--- src/rtl/pipe_hazard_ctrl_pkg.sv ---
// Shared types for the pipeline hazard controller: EX operand-select codes and
// the load-use stall FSM states.
package hazard_pkg;

  localparam int DEF_REG_AW   = 5;
  localparam int DEF_ZERO_REG = 31;
  localparam int DEF_MEM_LAT  = 1;
  localparam int DEF_CNT_W    = 16;

  typedef enum logic [1:0] {
    FWD_RF  = 2'b00,
    FWD_WB  = 2'b01,
    FWD_MEM = 2'b10
  } fwd_sel_t;

  typedef enum logic {
    HZ_IDLE    = 1'b0,
    HZ_LD_WAIT = 1'b1
  } hz_state_t;

endpackage

--- src/rtl/pipe_hazard_ctrl_fwd_sel.sv ---
// One EX source operand: compares against the MEM and WB destinations and picks
// the youngest producer. The zero register is never forwarded.
module hazard_fwd_sel
  import hazard_pkg::*;
#(
  parameter int REG_AW   = DEF_REG_AW,
  parameter int ZERO_REG = DEF_ZERO_REG
) (
  input  logic [REG_AW-1:0] src,
  input  logic [REG_AW-1:0] mem_rd,
  input  logic              mem_reg_write,
  input  logic [REG_AW-1:0] wb_rd,
  input  logic              wb_reg_write,
  output fwd_sel_t          sel
);

  localparam logic [REG_AW-1:0] ZR = REG_AW'(ZERO_REG);

  logic mem_hit;
  logic wb_hit;

  assign mem_hit = mem_reg_write && (mem_rd == src) && (mem_rd != ZR);
  assign wb_hit  = wb_reg_write  && (wb_rd  == src) && (wb_rd  != ZR);

  // MEM holds the more recent value, so it wins when both stages match.
  always_comb begin
    sel = FWD_RF;
    if (mem_hit)     sel = FWD_MEM;
    else if (wb_hit) sel = FWD_WB;
  end

endmodule

--- src/rtl/pipe_hazard_ctrl.sv ---
// Hazard controller for the 5-stage pipeline: EX operand forwarding, load-use
// stall sequencing over a multi-cycle data memory, taken-branch flush, perf counters.
module pipe_hazard_ctrl
  import hazard_pkg::*;
#(
  parameter int REG_AW   = DEF_REG_AW,
  parameter int ZERO_REG = DEF_ZERO_REG,
  parameter int MEM_LAT  = DEF_MEM_LAT,
  parameter int CNT_W    = DEF_CNT_W
) (
  input  logic              clk,
  input  logic              reset,
  input  logic              dec_valid,
  input  logic [REG_AW-1:0] dec_rn,
  input  logic [REG_AW-1:0] dec_rm,
  input  logic              dec_use_rn,
  input  logic              dec_use_rm,
  input  logic [REG_AW-1:0] ex_aa,
  input  logic [REG_AW-1:0] ex_ab,
  input  logic [REG_AW-1:0] ex_rd,
  input  logic              ex_reg_write,
  input  logic              ex_mem_read,
  input  logic [REG_AW-1:0] mem_rd,
  input  logic              mem_reg_write,
  input  logic [REG_AW-1:0] wb_rd,
  input  logic              wb_reg_write,
  input  logic              br_taken,
  output logic [1:0]        fwd_a,
  output logic [1:0]        fwd_b,
  output logic              stall_if,
  output logic              stall_dec,
  output logic              bubble_ex,
  output logic              flush_dec,
  output logic [CNT_W-1:0]  stall_cnt,
  output logic [CNT_W-1:0]  flush_cnt
);

  localparam int                LAT_W = $clog2(MEM_LAT + 1);
  localparam logic [REG_AW-1:0] ZR    = REG_AW'(ZERO_REG);

  hz_state_t        state;
  logic [LAT_W-1:0] lat_cnt;
  fwd_sel_t         sel_a;
  fwd_sel_t         sel_b;
  logic             load_use;
  logic             stall;

  // A load always writes its destination, so ex_mem_read alone identifies the hazard.
  logic unused_ex_reg_write;
  assign unused_ex_reg_write = ex_reg_write;

  hazard_fwd_sel #(.REG_AW(REG_AW), .ZERO_REG(ZERO_REG)) u_fwd_a (
    .src           (ex_aa),
    .mem_rd        (mem_rd),
    .mem_reg_write (mem_reg_write),
    .wb_rd         (wb_rd),
    .wb_reg_write  (wb_reg_write),
    .sel           (sel_a)
  );

  hazard_fwd_sel #(.REG_AW(REG_AW), .ZERO_REG(ZERO_REG)) u_fwd_b (
    .src           (ex_ab),
    .mem_rd        (mem_rd),
    .mem_reg_write (mem_reg_write),
    .wb_rd         (wb_rd),
    .wb_reg_write  (wb_reg_write),
    .sel           (sel_b)
  );

  assign load_use = dec_valid && ex_mem_read && (ex_rd != ZR) &&
                    ((dec_use_rn && (dec_rn == ex_rd)) ||
                     (dec_use_rm && (dec_rm == ex_rd)));

  // Branch flush squashes the dependent instruction, so it overrides any stall.
  assign stall = !reset && !br_taken && ((state == HZ_LD_WAIT) || load_use);

  always_comb begin
    fwd_a     = 2'b00;
    fwd_b     = 2'b00;
    flush_dec = 1'b0;
    if (!reset) begin
      fwd_a     = sel_a;
      fwd_b     = sel_b;
      flush_dec = br_taken;
    end
  end

  assign stall_if  = stall;
  assign stall_dec = stall;
  assign bubble_ex = stall;

  // The IDLE detect cycle is the first stall cycle; LD_WAIT covers the remaining MEM_LAT-1.
  always_ff @(posedge clk) begin
    if (reset) begin
      state     <= HZ_IDLE;
      lat_cnt   <= '0;
      stall_cnt <= '0;
      flush_cnt <= '0;
    end else begin
      if (br_taken) begin
        state   <= HZ_IDLE;
        lat_cnt <= '0;
      end else begin
        case (state)
          HZ_IDLE: begin
            if (load_use && (MEM_LAT > 1)) begin
              state   <= HZ_LD_WAIT;
              lat_cnt <= LAT_W'(MEM_LAT - 1);
            end
          end
          HZ_LD_WAIT: begin
            lat_cnt <= lat_cnt - LAT_W'(1);
            if (lat_cnt == LAT_W'(1)) state <= HZ_IDLE;
          end
          default: begin
            state   <= HZ_IDLE;
            lat_cnt <= '0;
          end
        endcase
      end

      if (stall && (stall_cnt != '1)) stall_cnt <= stall_cnt + CNT_W'(1);
      if (flush_dec && (flush_cnt != '1)) flush_cnt <= flush_cnt + CNT_W'(1);
    end
  end

endmodule

--- config.mk ---
export PLATFORM = sky130hd
export DESIGN_NAME = pipe_hazard_ctrl
export DESIGN_NICKNAME = d
export VERILOG_FILES = /design/src/rtl/pipe_hazard_ctrl_pkg.sv /design/src/rtl/pipe_hazard_ctrl_fwd_sel.sv /design/src/rtl/pipe_hazard_ctrl.sv
export SDC_FILE = /design/constraint.sdc
export NUM_CORES = 1
export LEC_CHECK = 0
export CORE_ASPECT_RATIO = 0.5
export CORE_MARGIN = 2
export CORE_UTILIZATION = 39
export CTS_CLUSTER_DIAMETER = 200
export DETAILED_ROUTE_END_ITERATION = 7
export PLACE_DENSITY = 0.84
export REMOVE_ABC_BUFFERS = 1
export SLEW_MARGIN = 20
export SYNTH_ARGS = -nofsm -noshare
export SYNTH_HDL_FRONTEND = slang
export SYNTH_SLANG_ARGS = --single-unit
export TNS_END_PERCENT = 5
--- constraint.sdc ---
create_clock -name clk -period 2.1 [get_ports clk]
set_clock_uncertainty 0.15 [all_clocks]
set_input_delay 0.525 -clock clk [delete_from_list [all_inputs] [get_ports clk]]
set_output_delay 0.525 -clock clk [all_outputs]
set_load 0.05 [all_outputs]
* Word-level counts from Yosys, hierarchy flattened
Index checks and enable logic that the tools add are counted.
** Storage, ports and cells
- Bits in registers :: 34
- Output and inout bits :: 40
- Word-level logic and storage cells :: 50
** Operators by class
- Add/subtract/negate cells :: 3
- Equal/unequal tests :: 11
- Muxes and demuxes :: 8
- Bitwise logic cells :: 1
- Reduce and logical (&&, ||, !) cells :: 23
** Operators with widths (count)
- 16-bit by 1-bit adder with 16-bit output, second input constant :: 2
- 16-bit inequality test, second input constant :: 2
- 5-bit equality test :: 6
- 1-bit logical AND :: 17
- 5-bit inequality test, second input constant :: 3
- 2-bit 2-to-1 mux :: 4
- 1-bit 2-to-1 mux :: 4
- 3-bit OR reduction :: 1
- 1-bit zero test :: 2
- 1-bit logical OR :: 2
- 2-bit OR reduction :: 1
- 1-bit NOT :: 1
- 1-bit subtractor, second input constant :: 1

* Depth between registers and ports, before layout
- Word-level depth :: 7
- Mapped depth :: 7
- Depth with buffers taken out :: 7

* Cells and area by module
From an unflattened synthesis, not the netlist that was laid out.
** Second synthesis, totals
- Cell total of the unflattened synthesis :: 275
- Area, all modules :: 2218.4 µm²
** By module, submodules not included
- pipe_hazard_ctrl :: instances 1, cells each 235, area an instance 1918.1 µm²
- hazard_fwd_sel :: instances 2, cells each 20, area an instance 150.1 µm²

* Least setup slack after synthesis
Ideal clock, no wire load.
- Path kind :: input -> output
- Start point :: in reset
- End point :: out stall_dec
- Arrival :: 1.918 ns
- Required time :: 1.425 ns
- Path slack :: -0.493 ns
- Stages :: 7
- Path buffers :: 2
- Path through :: buf_6 > nor2_4 > nand3_2 > a31oi_2 > a21boi_2 > inv_1 > buf_4
** On the way
- Cells in the longest elaborated chain, start to end :: 3
** RTL lines
- start: declaration :: line pipe_hazard_ctrl.sv:12 : input logic reset,
- 1-bit zero test
- 1-bit logical AND (2 in a row) :: line pipe_hazard_ctrl.sv:75 : assign stall = !reset && !br_taken && ((state == HZ_LD_WAIT) || load_use);
- end: declaration :: line pipe_hazard_ctrl.sv:31 : output logic stall_dec,
Every way passes these cells.

* Final worst setup path
- Start point :: in mem_rd[4]
- End point :: out fwd_b[0]
** On the way
- Cells in the longest elaborated chain, start to end :: 5
- Elaborated cells on any way between the ends :: 6
- Those cells by class :: eq/ne (2); mux (2); reduce/logical (2)
** RTL lines
- start: declaration :: line pipe_hazard_ctrl.sv:23 : input logic [REG_AW-1:0] mem_rd,
- 5-bit equality test :: line pipe_hazard_ctrl_fwd_sel.sv:22 : assign mem_hit = mem_reg_write && (mem_rd == src) && (mem_rd != ZR);
- 1-bit logical AND :: line pipe_hazard_ctrl_fwd_sel.sv:22
- 1-bit logical AND * :: line pipe_hazard_ctrl_fwd_sel.sv:22
- 2-bit 2-to-1 mux * :: line pipe_hazard_ctrl_fwd_sel.sv:28 : if (mem_hit) sel = FWD_MEM;
- 2-bit 2-to-1 mux * :: line pipe_hazard_ctrl.sv:81 : if (!reset) begin
- end: declaration :: line pipe_hazard_ctrl.sv:29 : output logic [1:0] fwd_b,
Every way passes the cells marked *; elsewhere a longest branch is shown, timed or not.

==> out/qor.txt <==
initial antenna violation count: 0
hpwl dp: 4790 um
vias per inst: 5.27
maximum number of pins on one net before global-route repair: 22
DRT Pass-1 Iters: 4
worst-margin pin slew: 0.573 ns
Register Area: 683 sq um
max_cap viols: 0
main area contributors after synthesis: dfxtp_1 (33%), xnor2_1 (8.8%), xor2_1 (8.8%), a21oi_1 (4.8%), nor2_1 (4.3%)
sequential area share after synthesis: 32.6%
Die Height: 55.7 um
Initial Utilization: 41.4%
Startpoint Class: input pin
Final setup viols: 7
critical path class: in -> out
CTS buffer count: 5
hold bufs inserted after CTS: 0
worst path required time: 1.42 ns
RSZ-0062 raised after global routing: true
H-Tree Depth: 2
clk slew on worst S/H paths: 0.08 ns
Post-DRT Antenna Nets: 0
routability-driven placement congestion ratio: 0.902
R2R depth: 6
CP Max Fanout: 3
grt total ovfl: 0
commonest cells after routing, fill and taps aside: buf_4 (71), dfxtp_1 (32), nor2_1 (21), xor2_1 (20), nand2_1 (20)
vias in the first global route: 2273
Die Wd: 107 um
clk_lat worst skew: 0.30 ns
Synth cell types: 40
wire length per cell: 14.5 um
Final Max Slew Viols: 0
DRT iter0 DRCs: 94
Util after Layout: 69.2%
Final Cycle Share: 107%
Final #Nets: 429
maximum VDD drop: 0.230 mV
Placed Cells: 442
CTS tree: yes
share of the synthesized area in the top cell type: 32.6%
max frequency: 0.443 GHz
clk buf depth: 2
Layout area overhead: 67.2%
status: finished with violations
FILL cells: 369
drc violations: 0
Worst Hold Depth: 1
leakage: 1.40 nW
yosys warns: 0
Cells after Synth: 255
io pins: 85
Die Area: 5990 sq um
Root Buffer: clkbuf_8
failing checks: negative setup slack
final WL: 6570 um
area occupied by multi-input gates: 1530 sq um
Num Clock Sinks: 34
post-route minimum period: 2.26 ns
Mapped Area: 2090 sq um
Placement Rows: 18
Final Hold Viols: 0
GRT Total Usage: 20.7%
vias: 2387
most common cell after layout, fill and taps aside: buf_4
post-synth top area cell: dfxtp_1
Pwr per Cell Area: 419 nW/um^2
synthesis-stage register bit count: 34
Min-Delay Path Class: reg -> reg
area of the core: 5040 sq um
antenna fix cells: 0
CP arrival: 1.58 ns
syn_area_per_cell: 8.19 sq um
DP Worst Slack: -0.664 ns
Critical Path End Type: output pin
I/O Buffers: 83
Async S/R FF share, synth: 0%
Synth Flop Type: dfxtp_1
share of cells above drive strength 1: 42.8%
Final WS setup: -0.156 ns
Layout Cells excl Fill: 453
first-pass GRT wire length: 9990 um
Post-synth EDFFs: 0
slew margin rel.: 61.5%
-- state kept, by name, summed over array words and instances (netlist names) --
signal / cells
stall_cnt: 16
flush_cnt: 16
lat_cnt: 1
state: 1
-- layout make-up --
class                      count  share of cell area (%)
inverter                       6                   0.645
timing repair buffer         126                    30.8
tap                           70                    2.51
clock inverter                 2                   0.358
multi-input combinational    209                    43.7
clock buffer                   6                    2.36
sequential                    34                    19.6
-- synthesized netlist by cell type (all sizes together) (2+ instances only) --
cell type   n
and3        2
o31ai       4
and4        6
nand2      23
o21ai      13
or3        12
nor3        6
xor2       21
ha          2
buf         3
nor4        7
a21oi      20
a31oi       3
xnor2      21
mux2i       2
inv         6
clkbuf      3
or4         3
nand4       9
dfxtp      34
nor2       25
nand3      18
-- routing by layer --
metal | wire length (um) | share of wire (%) | up-vias | global-route usage, %
met1 | 2740 | 42 | 1135 | 23.5
met5 | 0 | 0 | - | 0
met2 | 3420 | 52 | 58 | 38.5
met3 | 251 | 3.8 | 17 | 4.80
li1 | - | - | 1177 | -
met4 | 154 | 2.3 | 0 | 6.59
-- path summary, 6_finish.rpt --
| kind | start | to | slack, ns |
|---|---|---|---|
| worst max-delay path | mem_rd[4] | fwd_b[0] | -0.16 |
| worst min-delay path | lat_cnt | state | 0.31 |
| worst max register to register | stall_cnt[3] | stall_cnt[13] | 0.08 |
| worst min register to register | lat_cnt | state | 0.31 |
-- kinds of logic (layout without fill, tap and decap cells) --
kind of cell,Yosys count,count (layout),synth area share [%]
AND/OR/NAND/NOR,115,115,29.2
adder cells (fa/ha/maj),2,2,1.20
multiplexers,2,2,0.959
flip-flops,34,34,32.6
XOR/XNOR,42,42,17.6
buffers and inverters,12,140,2.88
AO/OA/AOI/OAI,48,48,15.5
-- report_power, final --
part           internal, W  switching (W)  leakage (nW)
Sequential        0.000648     0.00000514         0.275
Clock             0.000264       0.000264        0.0472
Combinational     0.000147       0.000136          1.08
-- worst max-delay path: stages --
cell and delay, ns:
buf_6 0.11, xor2_1 0.16, nor4_2 0.27, nand3_1 0.15, and4_4 0.23, buf_12 0.14
-- timing repair --
| item | CTS | global route |
|---|---|---|
| setup buffers | 3 | 0 |
| resized for setup | 153 | 41 |
| pin swaps | 33 | 20 |
| endpoints found under the setup margin | 36 | 19 |
-- through the flow --
stage	power [W]	hold slack, ns	instance area [sq um]	TNS, ns
finish	0.00146	0.306	3490	-0.991
global route	0.00152	0.328	3490	-1.67
CTS	0.00145	0.307	3370	-1.08
detailed placement	0.000932	0.304	3270	-18.80
global placement	0.000926	0.273	3270	-16.62
floorplan	0.000761	0.263	2050	-5.15
Note: power is estimated with default switching activity, not from simulation.
